File: src/rtl/range_frame_sequencer_if.sv
// Bundle of the sample-source handshake and the range-finder burst outputs.
// The master side is the sample source / observer; the slave side is the sequencer.
interface range_frame_sequencer_if #(
  parameter int WIDTH = 16
) ();
  logic [WIDTH-1:0] in_data;
  logic             in_valid;
  logic             in_last;
  logic             in_ready;
  logic [WIDTH-1:0] data_out;
  logic             go;
  logic             finish;
  logic             busy;
  logic             frame_drop;
  logic [7:0]       frame_count;

  modport master (
    output in_data, in_valid, in_last,
    input  in_ready, data_out, go, finish, busy, frame_drop, frame_count
  );

  modport slave (
    input  in_data, in_valid, in_last,
    output in_ready, data_out, go, finish, busy, frame_drop, frame_count
  );
endinterface

File: src/rtl/range_frame_sequencer.sv
// Buffers one complete valid/ready frame, then replays it as a gap-free
// go/finish burst for the range finder. Frames of one sample or longer than
// DEPTH are dropped with a one-cycle frame_drop pulse.
module range_frame_sequencer #(
  parameter int WIDTH = 16,
  parameter int DEPTH = 16
) (
  input logic clock,
  input logic reset,
  range_frame_sequencer_if.slave bus
);
  localparam int CW = $clog2(DEPTH + 1);
  localparam int IW = $clog2(DEPTH);

  typedef enum logic [1:0] {
    FILL    = 2'd0,
    DISCARD = 2'd1,
    BURST   = 2'd2,
    GAP     = 2'd3
  } state_t;

  state_t           state, state_nxt;
  logic [CW-1:0]    wr_cnt, wr_cnt_nxt;
  logic [CW-1:0]    n_len, n_len_nxt;
  logic [IW-1:0]    rd_idx, rd_idx_nxt;
  logic [IW-1:0]    rd_idx_inc;
  logic [WIDTH-1:0] data_q, data_nxt;
  logic             go_q, go_nxt;
  logic             finish_q, finish_nxt;
  logic             drop_q, drop_nxt;
  logic [7:0]       count_q, count_nxt;
  logic             accept;
  logic             store;
  logic [WIDTH-1:0] mem [DEPTH];

  assign accept     = bus.in_valid && ((state == FILL) || (state == DISCARD));
  assign store      = accept && (state == FILL) && (wr_cnt < CW'(DEPTH));
  assign rd_idx_inc = rd_idx + IW'(1);

  // Frame buffer write port; contents need no reset.
  always_ff @(posedge clock) begin
    if (store) begin
      mem[wr_cnt[IW-1:0]] <= bus.in_data;
    end
  end

  // State and registered-output update; reset clears everything asynchronously.
  always_ff @(posedge clock or posedge reset) begin
    if (reset) begin
      state    <= FILL;
      wr_cnt   <= '0;
      n_len    <= '0;
      rd_idx   <= '0;
      data_q   <= '0;
      go_q     <= 1'b0;
      finish_q <= 1'b0;
      drop_q   <= 1'b0;
      count_q  <= 8'd0;
    end else begin
      state    <= state_nxt;
      wr_cnt   <= wr_cnt_nxt;
      n_len    <= n_len_nxt;
      rd_idx   <= rd_idx_nxt;
      data_q   <= data_nxt;
      go_q     <= go_nxt;
      finish_q <= finish_nxt;
      drop_q   <= drop_nxt;
      count_q  <= count_nxt;
    end
  end

  // Next-state logic and next values of the registered burst outputs.
  always_comb begin
    state_nxt  = state;
    wr_cnt_nxt = wr_cnt;
    n_len_nxt  = n_len;
    rd_idx_nxt = rd_idx;
    count_nxt  = count_q;
    data_nxt   = '0;
    go_nxt     = 1'b0;
    finish_nxt = 1'b0;
    drop_nxt   = 1'b0;

    case (state)
      FILL: begin
        if (accept) begin
          if (wr_cnt < CW'(DEPTH)) begin
            wr_cnt_nxt = wr_cnt + CW'(1);
            if (bus.in_last) begin
              if (wr_cnt >= CW'(1)) begin
                // Load the first beat now so go/data are registered at burst start.
                state_nxt  = BURST;
                n_len_nxt  = wr_cnt + CW'(1);
                rd_idx_nxt = '0;
                data_nxt   = mem[0];
                go_nxt     = 1'b1;
              end else begin
                drop_nxt   = 1'b1;
                wr_cnt_nxt = '0;
              end
            end else begin
              state_nxt = FILL;
            end
          end else begin
            // Oversize frame: the extra sample is thrown away.
            wr_cnt_nxt = '0;
            if (bus.in_last) begin
              drop_nxt = 1'b1;
            end else begin
              state_nxt = DISCARD;
            end
          end
        end else begin
          state_nxt = FILL;
        end
      end

      DISCARD: begin
        if (accept && bus.in_last) begin
          drop_nxt  = 1'b1;
          state_nxt = FILL;
        end else begin
          state_nxt = DISCARD;
        end
      end

      BURST: begin
        if (CW'(rd_idx) == (n_len - CW'(1))) begin
          state_nxt  = GAP;
          count_nxt  = count_q + 8'd1;
          wr_cnt_nxt = '0;
          rd_idx_nxt = '0;
        end else begin
          rd_idx_nxt = rd_idx_inc;
          data_nxt   = mem[rd_idx_inc];
          finish_nxt = (CW'(rd_idx_inc) == (n_len - CW'(1)));
        end
      end

      GAP: begin
        state_nxt = FILL;
      end

      default: begin
        state_nxt = FILL;
      end
    endcase
  end

  assign bus.in_ready    = (state == FILL) || (state == DISCARD);
  assign bus.busy        = (state == BURST) || (state == GAP);
  assign bus.data_out    = data_q;
  assign bus.go          = go_q;
  assign bus.finish      = finish_q;
  assign bus.frame_drop  = drop_q;
  assign bus.frame_count = count_q;
endmodule

File: src/flat_wrapper.sv
// flat-port wrapper written by rule: the top's interface ports become plain ports
module range_frame_sequencer_flat 
#(
  parameter int WIDTH = 16,
  parameter int DEPTH = 16
)
  (clock, reset, bus_in_data, bus_in_valid, bus_in_last, bus_in_ready, bus_data_out, bus_go, bus_finish, bus_busy, bus_frame_drop, bus_frame_count);
  range_frame_sequencer_if #(.WIDTH(WIDTH)) bus_i ();
  input logic clock;
  input logic reset;
  input wire logic [$bits(bus_i.in_data)-1:0] bus_in_data;
  input wire logic [$bits(bus_i.in_valid)-1:0] bus_in_valid;
  input wire logic [$bits(bus_i.in_last)-1:0] bus_in_last;
  output wire logic [$bits(bus_i.in_ready)-1:0] bus_in_ready;
  output wire logic [$bits(bus_i.data_out)-1:0] bus_data_out;
  output wire logic [$bits(bus_i.go)-1:0] bus_go;
  output wire logic [$bits(bus_i.finish)-1:0] bus_finish;
  output wire logic [$bits(bus_i.busy)-1:0] bus_busy;
  output wire logic [$bits(bus_i.frame_drop)-1:0] bus_frame_drop;
  output wire logic [$bits(bus_i.frame_count)-1:0] bus_frame_count;
  assign bus_i.in_data = bus_in_data;
  assign bus_i.in_valid = bus_in_valid;
  assign bus_i.in_last = bus_in_last;
  assign bus_in_ready = bus_i.in_ready;
  assign bus_data_out = bus_i.data_out;
  assign bus_go = bus_i.go;
  assign bus_finish = bus_i.finish;
  assign bus_busy = bus_i.busy;
  assign bus_frame_drop = bus_i.frame_drop;
  assign bus_frame_count = bus_i.frame_count;
  range_frame_sequencer #(.WIDTH(WIDTH), .DEPTH(DEPTH)) u_core (.clock(clock), .reset(reset), .bus(bus_i));
endmodule
File: config.mk
export PLATFORM = sky130hd
export DESIGN_NAME = range_frame_sequencer_flat
export DESIGN_NICKNAME = d
export VERILOG_FILES = /design/src/rtl/range_frame_sequencer_if.sv /design/src/rtl/range_frame_sequencer.sv /design/src/flat_wrapper.sv
export SDC_FILE = /design/constraint.sdc
export NUM_CORES = 1
export LEC_CHECK = 0
export BUFFER_PORTS_ARGS = -buffer_cell sky130_fd_sc_hd__buf_2
export CORE_ASPECT_RATIO = 0.6
export CORE_MARGIN = 2
export CORE_UTILIZATION = 69
export CTS_BUF_LIST = sky130_fd_sc_hd__clkbuf_4 sky130_fd_sc_hd__clkbuf_8
export DETAILED_ROUTE_END_ITERATION = 10
export PLACE_DENSITY = 0.93
export SLEW_MARGIN = 20
export SYNTH_ARGS = -nofsm -noshare
export SYNTH_HDL_FRONTEND = slang
export SYNTH_SLANG_ARGS = --single-unit
File: constraint.sdc
create_clock -name clock -period 4.8 [get_ports clock]
set_clock_uncertainty 0.05 [all_clocks]
set_input_delay 0.48 -clock clock [delete_from_list [all_inputs] [get_ports clock]]
set_output_delay 0.48 -clock clock [all_outputs]
set_load 0.1 [all_outputs]
==> results of run 1 <==
-- path summary, 6_finish.rpt --
kind,start,end,cells past startpoint
worst max-delay path,u_core.rd_idx[0],u_core.bus.data_out[7],5
worst min-delay path,reset,u_core.bus.data_out[2],2
worst max register to register,u_core.rd_idx[0],u_core.bus.data_out[7],5
worst min register to register,u_core.bus.frame_count[7],u_core.bus.frame_count[7],1
max in group asynchronous,reset,u_core.rd_idx[0],2
min in group clock,bus_in_data[10],u_core.mem[5][10],1
-- flip-flops by register name, summed over array words and instances, names as in the netlist --
name,count
u_core.bus.data_out,16
u_core.mem,256
u_core.bus.go,1
u_core.rd_idx,4
u_core.wr_cnt,5
u_core.state,2
u_core.bus.frame_count,8
u_core.bus.frame_drop,1
u_core.bus.finish,1
u_core.n_len,5
-- cell families after synthesis --
group | synth area share (%)
simple gates | 3.33
compound gates | 2.94
flops | 74.2
mux | 15.5
fa+ha+maj | 0.742
xor+xnor | 1.40
buf+inv | 1.89
-- layout by cell type (no fill, tap or decap), types with 6 or more instances in the layout --
master / n
mux4_2: 78
nor2_1: 24
o21ai_0: 6
edfxtp_1: 256
nand3_1: 7
a32o_1: 18
clkbuf_8: 44
inv_1: 11
dfrtp_1: 42
xnor2_1: 7
ha_1: 6
clkbuf_4: 17
nand2b_1: 8
clkinv_1: 9
nand2_1: 18
nor3_1: 8
buf_4: 23
xor2_1: 9
buf_2: 48
-- power by group through the flow --
stage	clock, mW	sequential (mW)	combinational, mW
after floorplan	0	3.81	1.81
after global placement	0	3.34	2.78
after detailed placement	0	3.37	2.91
after CTS	1.96	3.31	2.92
after global routing	2.07	3.35	3.06
final	1.93	3.32	2.93
-- synth_stat cells (8+ instances only) --
cell type	n	share of area, %
inv_1	12	0.38
mux4_2	78	15
dfrtp_1	43	9.1
a32o_1	18	1.5
nor3_1	8	0.34
edfxtp_1	256	65
clkbuf_1	16	0.51
nand2b_1	8	0.42
nor2_1	25	0.79
nand2_1	18	0.57
xor2_1	10	0.74
-- layout make-up --
cell class | instances | area (sq um)
tap | 228 | 285
multi-input combinational | 231 | 2840
inverter | 12 | 46.3
fill | 813 | 3310
clock buffer | 61 | 733
timing repair buffer | 71 | 413
sequential | 299 | 8770
clock inverter | 14 | 86.3
-- metal layers --
metal	wire (um)	vias up	GRT usage, %
met5	13	-	0
met4	698	2	9.99
met3	2860	64	6.67
met2	12400	463	45.6
met1	9710	3210	42.8
li1	-	2526	-
-- critical path: cells and delay by family, from the launching register on --
kind | cells | cell delay (ps)
fa+ha+maj | 1 | 520
buf+inv | 1 | 720
flops | 1 | 700
mux | 2 | 930
compound gates | 1 | 280
==> results.yml, run 1 <==
pwr:
  intPower_mw: 5.25
  p_leak_nw: 4.54
  peakVddDrop_uv: 351
  netSwitchingFraction_pct: 35.8
  pwr-share-clk_pct: 23.6
  powerDensity_nw_per_um2: 621
  pwr-share-comb_pct: 35.8
  switchingPower_mw: 2.93
  finalPower_mw: 8.18
  p_seq_share_pct: 40.6
synthesis:
  synth_seq_cells: 299
  syn_inst: 573
  synth_edf_count: 256
  async_reset_ff_share_pct: 14.4
  synth_cell_types: 43
  netlist_area_sq_um: 11800
  ys_seq_area_share_pct: 74.2
  synth_area_per_cell_sq_um: 20.6
  ys_warn_count: 0
  syn_nets: 600
  ys.flop_type: "edfxtp_1"
detailed_routing:
  drtIter0Drc: 741
  vias: 6265
  ant_nets: 0
  drt-total-wl_um: 25700
  drc: 0
  viasPerCell: 6.84
  drt-pass1-iter-count: 5
  avgRoutedWirePerCell_um: 28.0
die:
  dieArea_sq_um: 18200
  die_h_um: 105
  rows: 36
  initial_utilization_pct: 71.6
  die_x_um: 173
  io_pins: 49
  core-area_sq_um: 16500
finish:
  instances_no_fill: 916
  drive_gt1_share_pct: 32.8
  postLayoutCoreUtil_pct: 79.9
  fin_nets: 684
  syn_to_final_growth_pct: 11.5
  stdcell_area_sq_um: 13200
  antenna_cells: 0
timing:
  timing.final.ws_setup_ps: 1440
  slew_viol_final: 0
  fin_tns_setup_ps: 0
  hold-worst-slack_ps: 44.8
  period_minus_slack_ps: 3360
  timing.fmax_ghz: 0.298
  setup_viol: 0
  hold_violations: 0
  timing.final.crit_share_pct: 70.0
  rsz0062_at_grt: "no"
  relSlewSlack_pct: 25.7
  worst_slew_pin_slew_ps: 1110
min_path:
  hp-class: "in2async"
grt:
  grt_usage_pct: 29.4
  grt_pass1_vias: 6340
  overflow: 0
  grt_pass1_wl_um: 38600
  grt_max_degree: 61
  antenna_found_initial: 1
placement:
  place_area_sq_um: 12300
  gp_congestion: 0.802
  dpl_worst_slack_ps: 1430
  dp_hpwl_um: 15000
  place_inst: 841
  io_buffers: 48
setup_path:
  end_kind: "flop"
  cp_max_fo: 60
  crit_required_ps: 5160
  critPathMostFrequentCell: "mux4_2"
  cpPeakStageDelay_ps: 720
  path_class: "reg2reg"
  cpMaxStageDelayCell: "buf_4"
  r2r_setup_slack_ps: 1440
  path_cells: "ha_2 > buf_4 > mux4_2 > mux4_2 > a32o_1"
  crit_arrival_ps: 3720
  start_kind: "flop"
clocking:
  cts_tree: "built"
  post_cts_buffers: 0
  cts_buffers: 42
  cts_resized: 0
  cts_buffer_depth: 3
  cts_num_sinks: 299
  hold_buffers: 0
  clk_pin_slew_ps: 70
  htree_levels: 2
  clockRootBuffer: "clkbuf_8"
  clock_latency_ps: 530
outcome:
  status: "finished clean"
run:
  maxCapViolCount: 0
(Power assumes the default switching activity.)
==> inputs of run 2 (changes only) <==
- CORE_UTILIZATION: 69 -> 64
- PLACE_DENSITY: 0.93 -> 0.87
- clock period: 4.8 -> 3.1 ns (I/O delays scaled with it)
==> run 2 against run 1 <==
Clock power up 64%. Critical endpoint is now u_core.bus.data_out[13]. Non-clock buffer count up 18. Critical path depth up 1. Global-route usage down 2.5 points. Die area up 7.6%.
==> results.yml, run 2 (synthesis results as in run 1) <==
finish:
  syn_to_final_growth_pct: 13.7
  multi_input_area_sq_um: 2840
  fin_nets: 702
  seq_area_sq_um: 8770
  n_fill_cell: 1015
  largest_reg_flops: 256
  antenna_cells: 0
  postLayoutCoreUtil_pct: 74.3
  layout_common_cells: "256 x edfxtp_1, 78 x mux4_2, 51 x clkbuf_8"
  drive_gt1_share_pct: 34.6
  layout_commonest_cell: "edfxtp_1"
setup_path:
  cpMaxStageDelayCell: "mux4_2"
  cp_max_fo: 68
  end_kind: "flop"
  cpPeakStageDelay_ps: 570
  path_cells: "buf_12 > nand3_1 > xor2_2 > buf_4 > mux4_2 > a32o_1"
  start_kind: "flop"
  crit_required_ps: 3470
  path_class: "reg2reg"
  crit_arrival_ps: 3070
placement:
  gp_congestion: 0.780
  dp_hpwl_um: 14800
  io_buffers: 48
outcome:
  status: "finished clean"
detailed_routing:
  ant_nets: 0
  drt-pass1-iter-count: 5
  viasPerCell: 6.53
  drt-total-wl_um: 25100
  drtIter0Drc: 689
  vias: 6198
  drc: 0
  avgRoutedWirePerCell_um: 26.4
die:
  die_x_um: 179
  rows: 38
  dieArea_sq_um: 19600
  io_pins: 49
  initial_utilization_pct: 65.4
  core-area_sq_um: 18100
  die_h_um: 109
run:
  maxCapViolCount: 0
timing:
  worst_slew_pin_slew_ps: 1160
  timing.final.crit_share_pct: 87.2
  hold-worst-slack_ps: 95.6
  timing.fmax_ghz: 0.370
  relSlewSlack_pct: 22.6
  setup_viol: 0
  hold_violations: 0
  rsz0062_at_grt: "no"
  period_minus_slack_ps: 2700
  fin_tns_setup_ps: 0
  slew_viol_final: 0
clocking:
  clock_latency_ps: 540
  clockRootBuffer: "clkbuf_8"
  cts_buffer_depth: 3
  hold_buffers: 0
  clk_pin_slew_ps: 70
  htree_levels: 2
  cts_tree: "built"
  cts_buffers: 42
  cts_resized: 0
  cts_num_sinks: 299
  post_cts_buffers: 0
pwr:
  finalPower_mw: 13.0
  peakVddDrop_uv: 565
  powerDensity_nw_per_um2: 967
  p_leak_nw: 4.68
grt:
  grt_pass1_wl_um: 37400
  antenna_found_initial: 1
  grt_pass1_vias: 6292
  grt_max_degree: 69
  grt_usage_pct: 26.9
  overflow: 0
min_path:
  hp-class: "in2reg"
==> run 2: cell count changes in the layout (fill, tap and decap cells not counted) <==
cell,previous run,this run
buf_4,23,37
clkbuf_8,44,51
buf_12,0,3
clkbuf_4,17,15
clkinv_2,4,3
clkinvlp_4,1,0
dlygate4sd3_1,0,1
nor2_1,24,25
nor2_2,1,0
==> run 2: critical path, delay by kind of cell (launching register included) <==
| kind | cells | cell delay, ps |
|---|---|---|
| compound gates | 1 | 280 |
| xor+xnor | 1 | 180 |
| simple gates | 1 | 230 |
| flops | 1 | 430 |
| mux | 1 | 570 |
| buf+inv | 2 | 820 |
==> run 2: stage by stage <==
step                      area [sq um]  worst slack (ps)  std cells
after floorplan                  11800               520        573
after global routing             13400               198        949
after detailed placement         12500               349        870
after CTS                        13400               339        948
after global placement           12500               416        870
final                            13400               396        949
==> run 2: metal layers <==
layer | GRT usage (%) | vias up | routed length, um
met5 | 0 | - | 16
met4 | 8.35 | 2 | 666
met3 | 6.38 | 58 | 2390
met2 | 43.9 | 388 | 12300
met1 | 37.1 | 3186 | 9680
li1 | - | 2564 | -
==> run 2: final timing paths <==
path	from	to	slack, ps	cells after the start
setup / recovery	u_core.rd_idx[0]	u_core.bus.data_out[13]	400	6
max in group asynchronous	reset	u_core.rd_idx[0]	1990	3
hold / removal	bus_in_data[3]	u_core.mem[5][3]	100	1
min in group asynchronous	reset	u_core.bus.data_out[9]	420	3
hold reg to reg	u_core.bus.frame_count[7]	u_core.bus.frame_count[7]	410	1
setup reg to reg	u_core.rd_idx[0]	u_core.bus.data_out[13]	400	6
==> run 2: final cells by class <==
cell class	instances	share of cell area, %
Clock buffer	66	6.07
Clock inverter	12	0.550
Inverter	12	0.345
Multi-Input combinational cell	231	21.1
Sequential cell	299	65.3
Tap cell	240	2.24
Timing Repair Buffer	89	4.38
==> run 2: power breakdown <==
| part | internal (mW) | total (mW) | switching, mW |
|---|---|---|---|
| Combinational | 1.88 | 4.78 | 2.90 |
| Clock | 1.75 | 3.16 | 1.41 |
| Sequential | 4.78 | 5.04 | 0.263 |
==> inputs of run 3 (changes only) <==
- CORE_ASPECT_RATIO: 0.6 -> default
- SLEW_MARGIN: 20 -> 25
==> run 3 against run 2 <==
Routed wire length increased by 2.2%. Non-clock buffer count decreased by 8. Final area increased by 0.16%. Core utilization increased by 0.29 points. Sequential power about the same. Worst setup slack got worse by 130 ps. Register-to-register slack got worse by 130 ps. Via count increased by 0.87%. Maximum frequency decreased by 4.6%. Largest cell class unchanged.
==> results.yml, run 3 (synthesis results as in run 1) <==
timing:
  slew_viol_final: 0
  fin_tns_setup_ps: 0
  worst_slew_pin_slew_ps: 811
  timing.final.ws_setup_ps: 266
  timing.final.crit_share_pct: 91.4
  hold-worst-slack_ps: 72.0
  period_minus_slack_ps: 2830
  rsz0062_at_grt: "no"
  hold_violations: 0
  timing.fmax_ghz: 0.353
  relSlewSlack_pct: 45.7
  setup_viol: 0
grt:
  grt_pass1_vias: 6397
  antenna_found_initial: 0
  grt_pass1_wl_um: 38700
  overflow: 0
  grt_usage_pct: 27.2
  grt_max_degree: 65
die:
  dieArea_sq_um: 19600
  rows: 49
  initial_utilization_pct: 65.5
  die_h_um: 140
  io_pins: 49
  core-area_sq_um: 18000
  die_x_um: 140
detailed_routing:
  drtIter0Drc: 763
  vias: 6252
  drt-pass1-iter-count: 6
  avgRoutedWirePerCell_um: 27.4
  drt-total-wl_um: 25600
  ant_nets: 0
  viasPerCell: 6.69
  drc: 0
clocking:
  htree_levels: 2
  post_cts_buffers: 0
  clock_latency_ps: 550
  cts_resized: 0
  clockRootBuffer: "clkbuf_8"
  clk_pin_slew_ps: 60
  cts_buffer_depth: 3
  cts_buffers: 46
  cts_tree: "built"
  cts_num_sinks: 299
  hold_buffers: 1
run:
  maxCapViolCount: 0
placement:
  gp_congestion: 0.821
  io_buffers: 48
  place_inst: 851
  dp_hpwl_um: 14900
  dpl_worst_slack_ps: 361
finish:
  syn_to_final_growth_pct: 13.9
  fin_nets: 698
  instances_no_fill: 934
  largest_reg_flops: 256
  antenna_cells: 0
  layout_commonest_cell: "edfxtp_1"
  drive_gt1_share_pct: 34.9
  layout_common_cells: "256 x edfxtp_1, 78 x mux4_2, 54 x clkbuf_8"
  n_fill_cell: 908
min_path:
  holdCritStartpoint: "bus_in_data[3]"
  hp-class: "in2reg"
setup_path:
  path_cells: "inv_1 > ha_1 > nor4bb_1 > a32o_1 > o211ai_1 > buf_12 > o22ai_1 > mux2i_1"
  crit_arrival_ps: 3240
  start_kind: "flop"
  reg2reg_from: "u_core.n_len[0]"
  cpMaxStageDelayCell: "dfrtp_1"
  crit_required_ps: 3510
  path_class: "reg2reg"
  cpPeakStageDelay_ps: 420
  end_kind: "flop"
  crit_path_start: "u_core.n_len[0]"
  crit_family: "compound AO/OA/AOI/OAI gates"
  path_buf_inv: 2
  cp_max_fo: 22
pwr:
  finalPower_mw: 13.1
  p_leak_nw: 4.69
  peakVddDrop_uv: 1040
  powerDensity_nw_per_um2: 977
outcome:
  status: "finished clean"
## run 3: cell count changes in the layout (fill, tap and decap cells not counted), sizes merged
| cell | change |
|---|---|
| buf | -8 |
| clkinv | -2 |
| bufinv | +1 |
| clkbuf | +4 |
| clkinvlp | +1 |
## run 3: where the power goes
group	internal (mW)	switching, mW	leakage [nW]	total, mW
Combinational	1.85	2.85	1.30	4.70
Clock	1.94	1.45	0.516	3.39
Sequential	4.78	0.272	2.87	5.05
Total	8.57	4.57	4.69	13.1
## run 3: worst reg2reg max path, cell delays in order (launching register included)
cell and delay (ps):
dfrtp_1 420, inv_1 80, ha_1 280, nor4bb_1 420, a32o_1 190, o211ai_1 300
buf_12 310, o22ai_1 420, mux2i_1 280
## run 3: per-layer routing
metal  vias to the layer above  GRT usage, %  share of wire, %
met3                        87          5.23               7.9
li1                       2563             -                 -
met4                         0          11.2               3.5
met5                         -             0                 0
met1                      3170          35.7                36
met2                       432          45.8                52
## run 3: path summary, 6_finish.rpt
path,endpoint,slack [ps],cells after the start
max,u_core.wr_cnt[1],270,8
min,u_core.mem[13][3],70,1
max reg2reg,u_core.wr_cnt[1],270,8
min reg2reg,u_core.bus.frame_count[7],410,1
max in group asynchronous,u_core.rd_idx[0],2050,3
min in group asynchronous,u_core.bus.data_out[10],380,3
## run 3: per-stage QoR
step / util [%] / cell area [sq um]
after floorplan: - / 11800
after global placement: 69.2 / 12500
after detailed placement: 69.2 / 12500
after CTS: 74.6 / 13400
after global routing: 74.6 / 13500
final: 74.6 / 13500
## run 3: cell type report
type	instances	area, sq um	share of cell area (%)
flip-flops and latches	299	8770	65.2
multi-input cells	231	2840	21.1
clock buffers	70	863	6.42
repair buffers	81	541	4.02
well taps	229	287	2.13
clock inverters	12	108	0.800
inverters	12	46.3	0.344
